### config.mk
export PLATFORM = sky130hd
export DESIGN_NAME = asymfifo_drain_framer
export DESIGN_NICKNAME = d
export VERILOG_FILES = /design/src/rtl/asymfifo_drain_framer.sv
export SDC_FILE = /design/constraint.sdc
export NUM_CORES = 1
export LEC_CHECK = 0
export CAP_MARGIN = 5
export CORE_ASPECT_RATIO = 1.2
export CORE_MARGIN = 2
export CORE_UTILIZATION = 35
export DETAILED_ROUTE_END_ITERATION = 16
export DONT_BUFFER_PORTS = 1
export MAX_ROUTING_LAYER = met4
export SYNTH_ARGS = -nofsm -noshare
export SYNTH_HDL_FRONTEND = slang
export SYNTH_SLANG_ARGS = --single-unit
### constraint.sdc
create_clock -name clk -period 3.75 [get_ports clk]
set_clock_uncertainty 0.15 [all_clocks]
set_input_delay 0.375 -clock clk [delete_from_list [all_inputs] [get_ports clk]]
set_output_delay 0.375 -clock clk [all_outputs]
set_load 0.01 [all_outputs]
### src/rtl/asymfifo_drain_framer.sv
// Drain stage for the 8b-in/16b-out asymmetric FIFO: pops words into a 2-entry skid and frames them.
// Optional build macro DRAIN_STALL_CNT_EN adds a saturating stall_cnt output.
module asymfifo_drain_framer #(
    parameter int unsigned data_width = 16,
    parameter int unsigned len_width  = 8
) (
    input  logic                  clk,
    input  logic                  rst_n,
    input  logic                  enable,
    input  logic [len_width-1:0]  frame_len,
    input  logic                  fifo_empty,
    input  logic                  fifo_error,
    input  logic [data_width-1:0] fifo_data_out,
    output logic                  fifo_pop_req_n,
    output logic                  m_valid,
    input  logic                  m_ready,
    output logic [data_width-1:0] m_data,
    output logic                  m_last,
    output logic                  frame_done,
    output logic                  err_flag,
`ifdef DRAIN_STALL_CNT_EN
    output logic [15:0]           stall_cnt,
`endif
    input  logic                  err_clr
);

    localparam logic [1:0] StIdle = 2'd0;
    localparam logic [1:0] StRun  = 2'd1;
    localparam logic [1:0] StStop = 2'd2;
    localparam logic [1:0] StHalt = 2'd3;

    localparam logic [len_width-1:0] LenOne = 1;

    logic [1:0]            state_q, state_d;
    logic [1:0]            cnt_q, cnt_d;
    logic [data_width-1:0] data0_q, data0_d, data1_q, data1_d;
    logic                  last0_q, last0_d, last1_q, last1_d;
    logic [len_width-1:0]  fcnt_q, fcnt_d, flen_q, flen_d;
    logic                  frame_done_q, frame_done_d;
    logic                  err_q, err_d;

    logic                  pop;
    logic                  take;
    logic                  pop_last;
    logic [len_width-1:0]  eff_len;

    assign pop            = ((state_q == StRun) || (state_q == StStop)) && !fifo_empty &&
                            (cnt_q < 2'd2);
    assign fifo_pop_req_n = !pop;
    assign m_valid        = (cnt_q != 2'd0);
    assign take           = m_valid && m_ready;
    assign m_data         = data0_q;
    assign m_last         = last0_q;
    assign frame_done     = frame_done_q;
    assign err_flag       = err_q;

    // A zero frame_len counts as one word per frame; length is latched on a frame's first pop.
    always_comb begin
        eff_len = flen_q;
        if (fcnt_q == '0) begin
            eff_len = (frame_len == '0) ? LenOne : frame_len;
        end
    end

    assign pop_last = (fcnt_q == (eff_len - LenOne));

    always_comb begin
        fcnt_d  = fcnt_q;
        flen_d  = flen_q;
        state_d = state_q;
        err_d   = err_q;
        if (pop) begin
            if (fcnt_q == '0) begin
                flen_d = eff_len;
            end
            fcnt_d = pop_last ? '0 : (fcnt_q + LenOne);
        end
        if (fifo_error) begin
            state_d = StHalt;
            err_d   = 1'b1;
        end else begin
            if (err_clr) begin
                err_d = 1'b0;
            end
            case (state_q)
                StIdle: if (enable) state_d = StRun;
                // Judge frame position after this clock's pop so no frame is left half-popped.
                StRun:  if (!enable) state_d = (fcnt_d == '0) ? StIdle : StStop;
                StStop: if (pop && pop_last) state_d = StIdle;
                StHalt: begin
                    if (err_clr) begin
                        state_d = StIdle;
                        fcnt_d  = '0;
                    end
                end
                default: state_d = StIdle;
            endcase
        end
    end

    always_comb begin
        cnt_d   = cnt_q;
        data0_d = data0_q;
        data1_d = data1_q;
        last0_d = last0_q;
        last1_d = last1_q;
        case (cnt_q)
            2'd0: begin
                if (pop) begin
                    data0_d = fifo_data_out;
                    last0_d = pop_last;
                    cnt_d   = 2'd1;
                end
            end
            2'd1: begin
                if (pop && take) begin
                    data0_d = fifo_data_out;
                    last0_d = pop_last;
                end else if (pop) begin
                    data1_d = fifo_data_out;
                    last1_d = pop_last;
                    cnt_d   = 2'd2;
                end else if (take) begin
                    last0_d = 1'b0;
                    cnt_d   = 2'd0;
                end
            end
            2'd2: begin
                if (take) begin
                    data0_d = data1_q;
                    last0_d = last1_q;
                    cnt_d   = 2'd1;
                end
            end
            default: cnt_d = 2'd0;
        endcase
    end

    assign frame_done_d = take && last0_q;

    always_ff @(posedge clk or negedge rst_n) begin
        if (!rst_n) begin
            state_q      <= StIdle;
            cnt_q        <= 2'd0;
            data0_q      <= '0;
            data1_q      <= '0;
            last0_q      <= 1'b0;
            last1_q      <= 1'b0;
            fcnt_q       <= '0;
            flen_q       <= '0;
            frame_done_q <= 1'b0;
            err_q        <= 1'b0;
        end else begin
            state_q      <= state_d;
            cnt_q        <= cnt_d;
            data0_q      <= data0_d;
            data1_q      <= data1_d;
            last0_q      <= last0_d;
            last1_q      <= last1_d;
            fcnt_q       <= fcnt_d;
            flen_q       <= flen_d;
            frame_done_q <= frame_done_d;
            err_q        <= err_d;
        end
    end

`ifdef DRAIN_STALL_CNT_EN
    logic [15:0] stall_q, stall_d;

    always_comb begin
        stall_d = stall_q;
        if (err_clr) begin
            stall_d = '0;
        end else if (m_valid && !m_ready && (stall_q != 16'hFFFF)) begin
            stall_d = stall_q + 16'd1;
        end
    end

    always_ff @(posedge clk or negedge rst_n) begin
        if (!rst_n) begin
            stall_q <= '0;
        end else begin
            stall_q <= stall_d;
        end
    end

    assign stall_cnt = stall_q;
`endif

endmodule

==> summary.txt, run 1 <==
STA
  – Measured slew at the worst slew-check pin: 891 ps
  – Post-route clock period utilization: about nine tenths
  – Final setup margin: 377 ps
  – Fmax: 0.296 GHz
  – Final Hold Fails: 0
  – Rel. slew slack: 40.4%
  – Final Max Tran Viols: 0
  – Fin crit period: 3370 ps
  – # setup viols final: 0
  – Setup TNS: 0 ps
  – RSZ-0062 raised after global routing: false

Setup path
  – R2R setup slack: 380 ps
  – R2r endpoint: state_q[1]
  – Crit path cell chain: inv_1 -> ha_1 -> or4b_4 -> nor2_8 -> o21ai_0 -> ha_1 -> xnor2_1 -> xnor2_1 -> nand3_1 -> nor4_4 -> buf_4 -> o22ai_1 -> a221o_1
  – CP max stage cell: or4b_4
  – Cell count of the worst reg-to-reg path: 13
  – Largest fanout on the critical path: 8
  – Worst Path Required: 3800 ps
  – Critical Path Max Stage Delay: 510 ps
  – Worst setup EP type: register
  – Critical Path Start Type: register
  – Worst reg2reg startpoint: fcnt_q[0]
  – Crit path arrival time: 3430 ps
  – Critical path class: register to register

Synth
  – Yosys reg bits: 56
  – Avg Inst Size Synth: 10.4 um^2
  – Number of synthesized flops with an enable pin: 0
  – Syn nets: 357
  – Synth Cell Area: 3250 um^2
  – Largest family of logic cells by synthesized area: simple AND/OR/NAND/NOR gates
  – XOR/XNOR Fraction of Synth Area: 4.85%
  – Share of synthesized registers carrying an async set or reset: 100%
  – Synth Instances: 314
  – Synth top area share: 43.1%
  – Synth area leaders: dfrtp_1 (43%), mux2_2 (8.3%), mux2i_1 (7.7%)
  – Primary FF master, synth: dfrtp_1
  – Multiplexer share of the synthesized area: between 15 and 20%
  – Seq/Total Area, Yosys: between 40% and 50%
  – Synthesis Warnings: 0
  – Count of different cell masters after synthesis: 50
  – Top cell type by total area after synthesis: dfrtp_1
  – Simple-Gate Fraction of Synth Area: 16.4%
  – Synth Area in Compound Gates: 11.5%
  – Synth Area in Adders: between 4 and 5%

Min path
  – Hold_sp: fifo_error
  – Worst hold path class: input port to register
  – Hold Crit Depth: 1
  – Hold Path Sink: state_q[1]

Die
  – Top-Level Pins: between 50 and 60
  – CORE AREA: 9030 um^2
  – Width of the die: 92.0 um
  – Die height: 110 um
  – Die Area: ~10000 um^2
  – Initial core utilization: 36.0%
  – FP Rows: 38

Cells and area
  – Final #Nets: 362
  – Antenna cells: 0
  – Layout filler cell count: 916
  – Ratio of cells with drive above 1 in the final layout: 15.7%
  – Synthesis-to-layout area growth: 10.2%

Global route
  – Gr usage total: ~15%
  – Vias in the first global route: approximately 2500
  – Initial antenna violation count: 0
  – First-pass GRT wire length: 11.8 mm
  – Largest net degree at the start of global routing: 57
  – Total gr overflow: 0

CTS
  – Num CTS Buffers: 5
  – CTS Sinks: 56
  – CTS max path bufs: 2
  – Clk pin slew, worst setup/hold paths: 90 ps
  – Worst-Skew Late Latency: 310 ps
  – Root buf cell: clkbuf_8
  – CTS tree: yes
  – Post-CTS Resized: 0
  – H-tree Lvls: 2

Place
  – IO buf count: 0
  – Pre-CTS WS: approximately 250 ps
  – Dpl hpwl: 4.92 mm
  – Gpl congestion: about 0.9

Route
  – Vias: 2326
  – Wire per inst: 15.6 um
  – DRC Markers: 0
  – 1st-pass router iterations: 4
  – Antenna viol nets, final: 0
  – Wirelength, routed: 6.87 mm
  – Vias/cell: roughly 5.3
  – DR iter-0 viols: 113

Pwr
  – Power Density: just over 800 nW/um^2
  – Pleak: about 1.5 nW
  – Worst vdd ir: 298 uV

Run status
  – Status: finished clean

Run
  – Max cap viols: 0
## cell families (layout without fill, tap and decap cells)
logic type | count (synthesis) | after routing
AND/OR/NAND/NOR | 97 | 97
AO/OA/AOI/OAI | 57 | 57
flip-flops | 56 | 56
multiplexers | 49 | 49
buffers and inverters | 25 | 30
XOR/XNOR | 18 | 18
adder cells (fa/ha/maj) | 12 | 12
## synthesized netlist by cell type, drive strengths merged (6+ instances only)
cell,number
dfrtp,56
nor2,38
mux2i,25
mux2,24
a21oi,22
nand2,16
xnor2,13
ha,12
o21ai,11
nand3,10
buf,9
inv,9
clkbuf,6
nor4,6
## registers in the layout (all words and copies together), names as in the netlist
| signal | flops |
|---|---|
| cnt_q | 2 |
| state_q | 2 |
| last1_q | 1 |
| data1_q | 16 |
| err_flag | 1 |
| fcnt_q | 8 |
| frame_done | 1 |
| m_last | 1 |
| m_data | 16 |
| flen_q | 8 |
## worst max-delay path, delay by kind of cell (launching register included)
kind / cells / cell delay, ps
flops: 1 / 440
compound gates: 3 / 520
buf+inv: 2 / 330
fa+ha+maj: 2 / 440
simple gates: 4 / 1080
xor+xnor: 2 / 300
## power breakdown
part | total [mW] | internal, mW | switching [mW]
Sequential | 1.13 | 0.864 | 0.265
Combinational | 1.30 | 0.612 | 0.689
Clock | 0.462 | 0.263 | 0.199
## worst max-delay path by stage
stage              start          to  slack [ps]  depth (start not counted)
2_1_floorplan  fcnt_q[0]  state_q[1]         530                         11
3_3_place_gp   fcnt_q[0]  state_q[1]         350                         11
3_5_place_dp   fcnt_q[0]  state_q[1]         250                         11
4_1_cts        fcnt_q[0]  state_q[1]         220                         11
5_1_grt        fcnt_q[0]  state_q[1]          90                         14
6_report       fcnt_q[0]  state_q[1]         380                         13
## per-stage QoR
step	area, um^2	util [%]	hold slack (ps)	cells	power, mW
floorplan	3250	-	-70.6	314	2.14
global placement	3390	37.5	-69.1	427	2.39
detailed placement	3390	37.5	-69.3	427	2.43
CTS	3570	39.5	11.8	437	2.93
global route	3580	39.7	14.4	439	3.15
finish	3580	39.7	20.9	439	2.89
## placed cells by master, fill, tap and decap left out, types with 2 or more instances in the layout
cell type,instances
dfrtp_1,56
nor2_1,37
mux2i_1,25
mux2_2,24
a21oi_1,22
nand2_1,15
xnor2_1,13
ha_1,12
o21ai_0,11
nand3_1,10
buf_4,10
inv_1,9
and3_1,5
nor4_1,5
xor2_1,5
clkbuf_8,5
nand2b_1,4
nor3_1,4
o2111ai_1,3
nor3b_1,2
and2_1,2
a211oi_1,2
or3_1,2
o31ai_1,2
o41ai_1,2
o32a_1,2
a21o_1,2
a221o_1,2
bufinv_16,2
dlygate4sd3_1,2
## timing repair
action,CTS,global route
endpoints found under the setup margin,0,7
hold endpoints to repair,57,0
hold buffers,3,0
buffers inserted,0,2
## cell type report
type	count	area (um^2)	area share, %
timing repair buffer	13	123	3.42
clock buffer	5	68.8	1.92
tap	120	150	4.19
clock inverter	2	60.1	1.68
inverter	10	37.5	1.05
multi-input combinational	233	1740	48.6
sequential	56	1400	39.1
## routing by layer
metal	part of all wire [%]	global-route usage (%)	vias to the layer above	wire length (um)
met5	0	-	-	0
met4	1.6	4.26	0	109
met3	6.8	4.52	10	468
met2	48	25.5	59	3310
met1	43	17.8	1134	2980
li1	-	-	1123	-
No activity file was read; power rests on OpenSTA's default activity.
==> run 2: changes to the inputs <==
- CORE_UTILIZATION: 35 -> 63
- PLACE_DENSITY: default -> 0.79
==> run 2 against run 1 <==
- via count grew 0.21%
- final cell count fell by 15%
- combinational power about the same
- flip-flop and latch count did not move
- first-iteration DRC count rose by 37%
- die area decreased by 43%
- worst hold slack better by 1.0 ps
- sequential share of layout area increased by 1.2 points
- total power decreased by 0.37%
- critical path type unchanged
==> summary.txt, run 2 (synthesis results as in run 1) <==
Setup path
  – Worst setup EP type: register
  – Critical path class: register to register
  – Critical Path Start Type: register
  – Worst Path Required: 3800 ps
  – R2R setup slack: 240 ps
  – R2r endpoint: state_q[1]
  – Crit path arrival time: 3560 ps
  – Largest fanout on the critical path: 8
  – Worst reg2reg startpoint: fcnt_q[0]
  – Cell count of the worst reg-to-reg path: 11

CTS
  – Clk pin slew, worst setup/hold paths: 90 ps
  – H-tree Lvls: 2
  – CTS Hold Bufs: 3
  – CTS Sinks: between 50 and 60
  – Num CTS Buffers: 5
  – CTS max path bufs: 2
  – Worst-Skew Late Latency: 310 ps
  – Root buf cell: clkbuf_8
  – Post-CTS Resized: 0
  – CTS tree: yes
  – Post-CTS Setup Repair Bufs: 0

Global route
  – Largest net degree at the start of global routing: 57
  – Gr usage total: 23.5%
  – Initial antenna violation count: 0
  – Vias in the first global route: 2256
  – First-pass GRT wire length: around 10 mm
  – Total gr overflow: 0

Die
  – Die height: 82.7 um
  – FP Rows: 28
  – Top-Level Pins: 52
  – Initial core utilization: approximately 66%
  – Die Area: 5750 um^2
  – CORE AREA: about 4900 um^2
  – Width of the die: between 60 and 70 um

Pwr
  – Power Density: 828 nW/um^2
  – Sw Share: 39.7%
  – P_sw: about 1.1 mW
  – Power share of the sequential group: 39.2%
  – Worst vdd ir: approximately 530 uV
  – Clock group share of total power: between 15 and 20%
  – Combinational Power Share: 44.5%
  – Pleak: ~1.5 nW
  – Internal Power: 1.74 mW

Min path
  – Worst hold path class: input port to register
  – Hold_sp: fifo_error
  – Hold Crit Depth: 1
  – Hold Path Sink: state_q[1]

Cells and area
  – Design Area, Final: around 3500 um^2
  – Antenna cells: 0
  – Final Util: 70.4%
  – Ratio of cells with drive above 1 in the final layout: 14.6%
  – Commonest non-fill, non-tap cell in the layout: dfrtp_1
  – Most frequent cells in the layout: dfrtp_1 (56), nor2_1 (37), mux2i_1 (25), mux2_2 (24), a21oi_1 (22)
  – Synthesis-to-layout area growth: 7.01%
  – Final #Nets: between 300 and 400

Run
  – Max cap viols: 0

STA
  – Measured slew at the worst slew-check pin: 845 ps
  – Post-route clock period utilization: 93.6%
  – Final Max Tran Viols: 0
  – Setup TNS: 0 ps
  – Rel. slew slack: 43.5%
  – RSZ-0062 raised after global routing: false
  – Final Hold Fails: 0
  – # setup viols final: 0
  – Fmax: ~0.29 GHz
  – Fin crit period: 3510 ps

Run status
  – Status: finished clean

Route
  – Wire per inst: ~17 um
  – Antenna viol nets, final: 0
  – 1st-pass router iterations: 4
  – Wirelength, routed: 6.35 mm
  – DR iter-0 viols: 155
  – Vias: 2331
  – Vias/cell: 6.22
  – DRC Markers: 0

Place
  – Placed inst area: approximately 3300 um^2
  – Dpl hpwl: about 4.6 mm
  – Gpl congestion: 0.886
  – IO buf count: 0
[run 2: changes by cell type in the layout (fill, tap and decap cells not counted)]
cell,delta
inv_6,+1
buf_4,-5
[run 2: worst max-delay path by stage]
stage | slack [ps] | startpoint | depth (start not counted) | end
global route | 20 | fcnt_q[0] | 11 | state_q[1]
global placement | 370 | fcnt_q[0] | 11 | state_q[1]
finish | 240 | fcnt_q[0] | 11 | state_q[1]
CTS | 240 | fcnt_q[0] | 11 | state_q[1]
floorplan | 530 | fcnt_q[0] | 11 | state_q[1]
detailed placement | 240 | fcnt_q[0] | 11 | state_q[1]
[run 2: critical path: stages (launching register included)]
cell	delay, ps
dfrtp_1	440
inv_1	140
ha_1	180
or4b_4	510
nor2_8	170
o21ai_0	160
ha_1	260
o21a_1	120
o32a_1	360
nor4_4	470
o22ai_1	130
a221o_1	300
[run 2: through the flow]
| stage | hold WS [ps] | total power, mW | instances | setup WS, ps |
|---|---|---|---|---|
| detailed placement | -68.5 | 2.41 | 364 | 238 |
| global route | 18.7 | 3.09 | 375 | 23.4 |
| global placement | -68.8 | 2.36 | 364 | 367 |
| CTS | 18.0 | 2.90 | 375 | 236 |
| finish | 21.9 | 2.88 | 375 | 241 |
| floorplan | -70.6 | 2.14 | 314 | 525 |
[run 2: final cells by class]
cell class | count | area, um^2
Clock buffer | 5 | 68.8
Clock inverter | 3 | 68.8
Fill cell | 358 | 1460
Inverter | 10 | 37.5
Multi-Input combinational cell | 233 | 1740
Sequential cell | 56 | 1400
Tap cell | 60 | 75.1
Timing Repair Buffer | 8 | 85.1
[run 2: power groups by stage]
stage / Clock (mW) / Sequential, mW / Combinational, mW
CTS: 0.477 / 1.13 / 1.29
global placement: 0 / 1.13 / 1.23
floorplan: 0 / 1.06 / 1.08
global route: 0.499 / 1.17 / 1.43
detailed placement: 0 / 1.14 / 1.27
finish: 0.469 / 1.13 / 1.28
[run 2: routing by layer]
metal,share of wire [%],GRT usage (%)
met5,0,-
met4,1.7,7.45
met3,5.2,4.49
met2,51,40.5
met1,42,28.3
==> run 3: changes to the inputs <==
- CAP_MARGIN: 5 -> 20
==> results of run 3 <==
Final layout, timing and power as in run 2 (identical DEF).
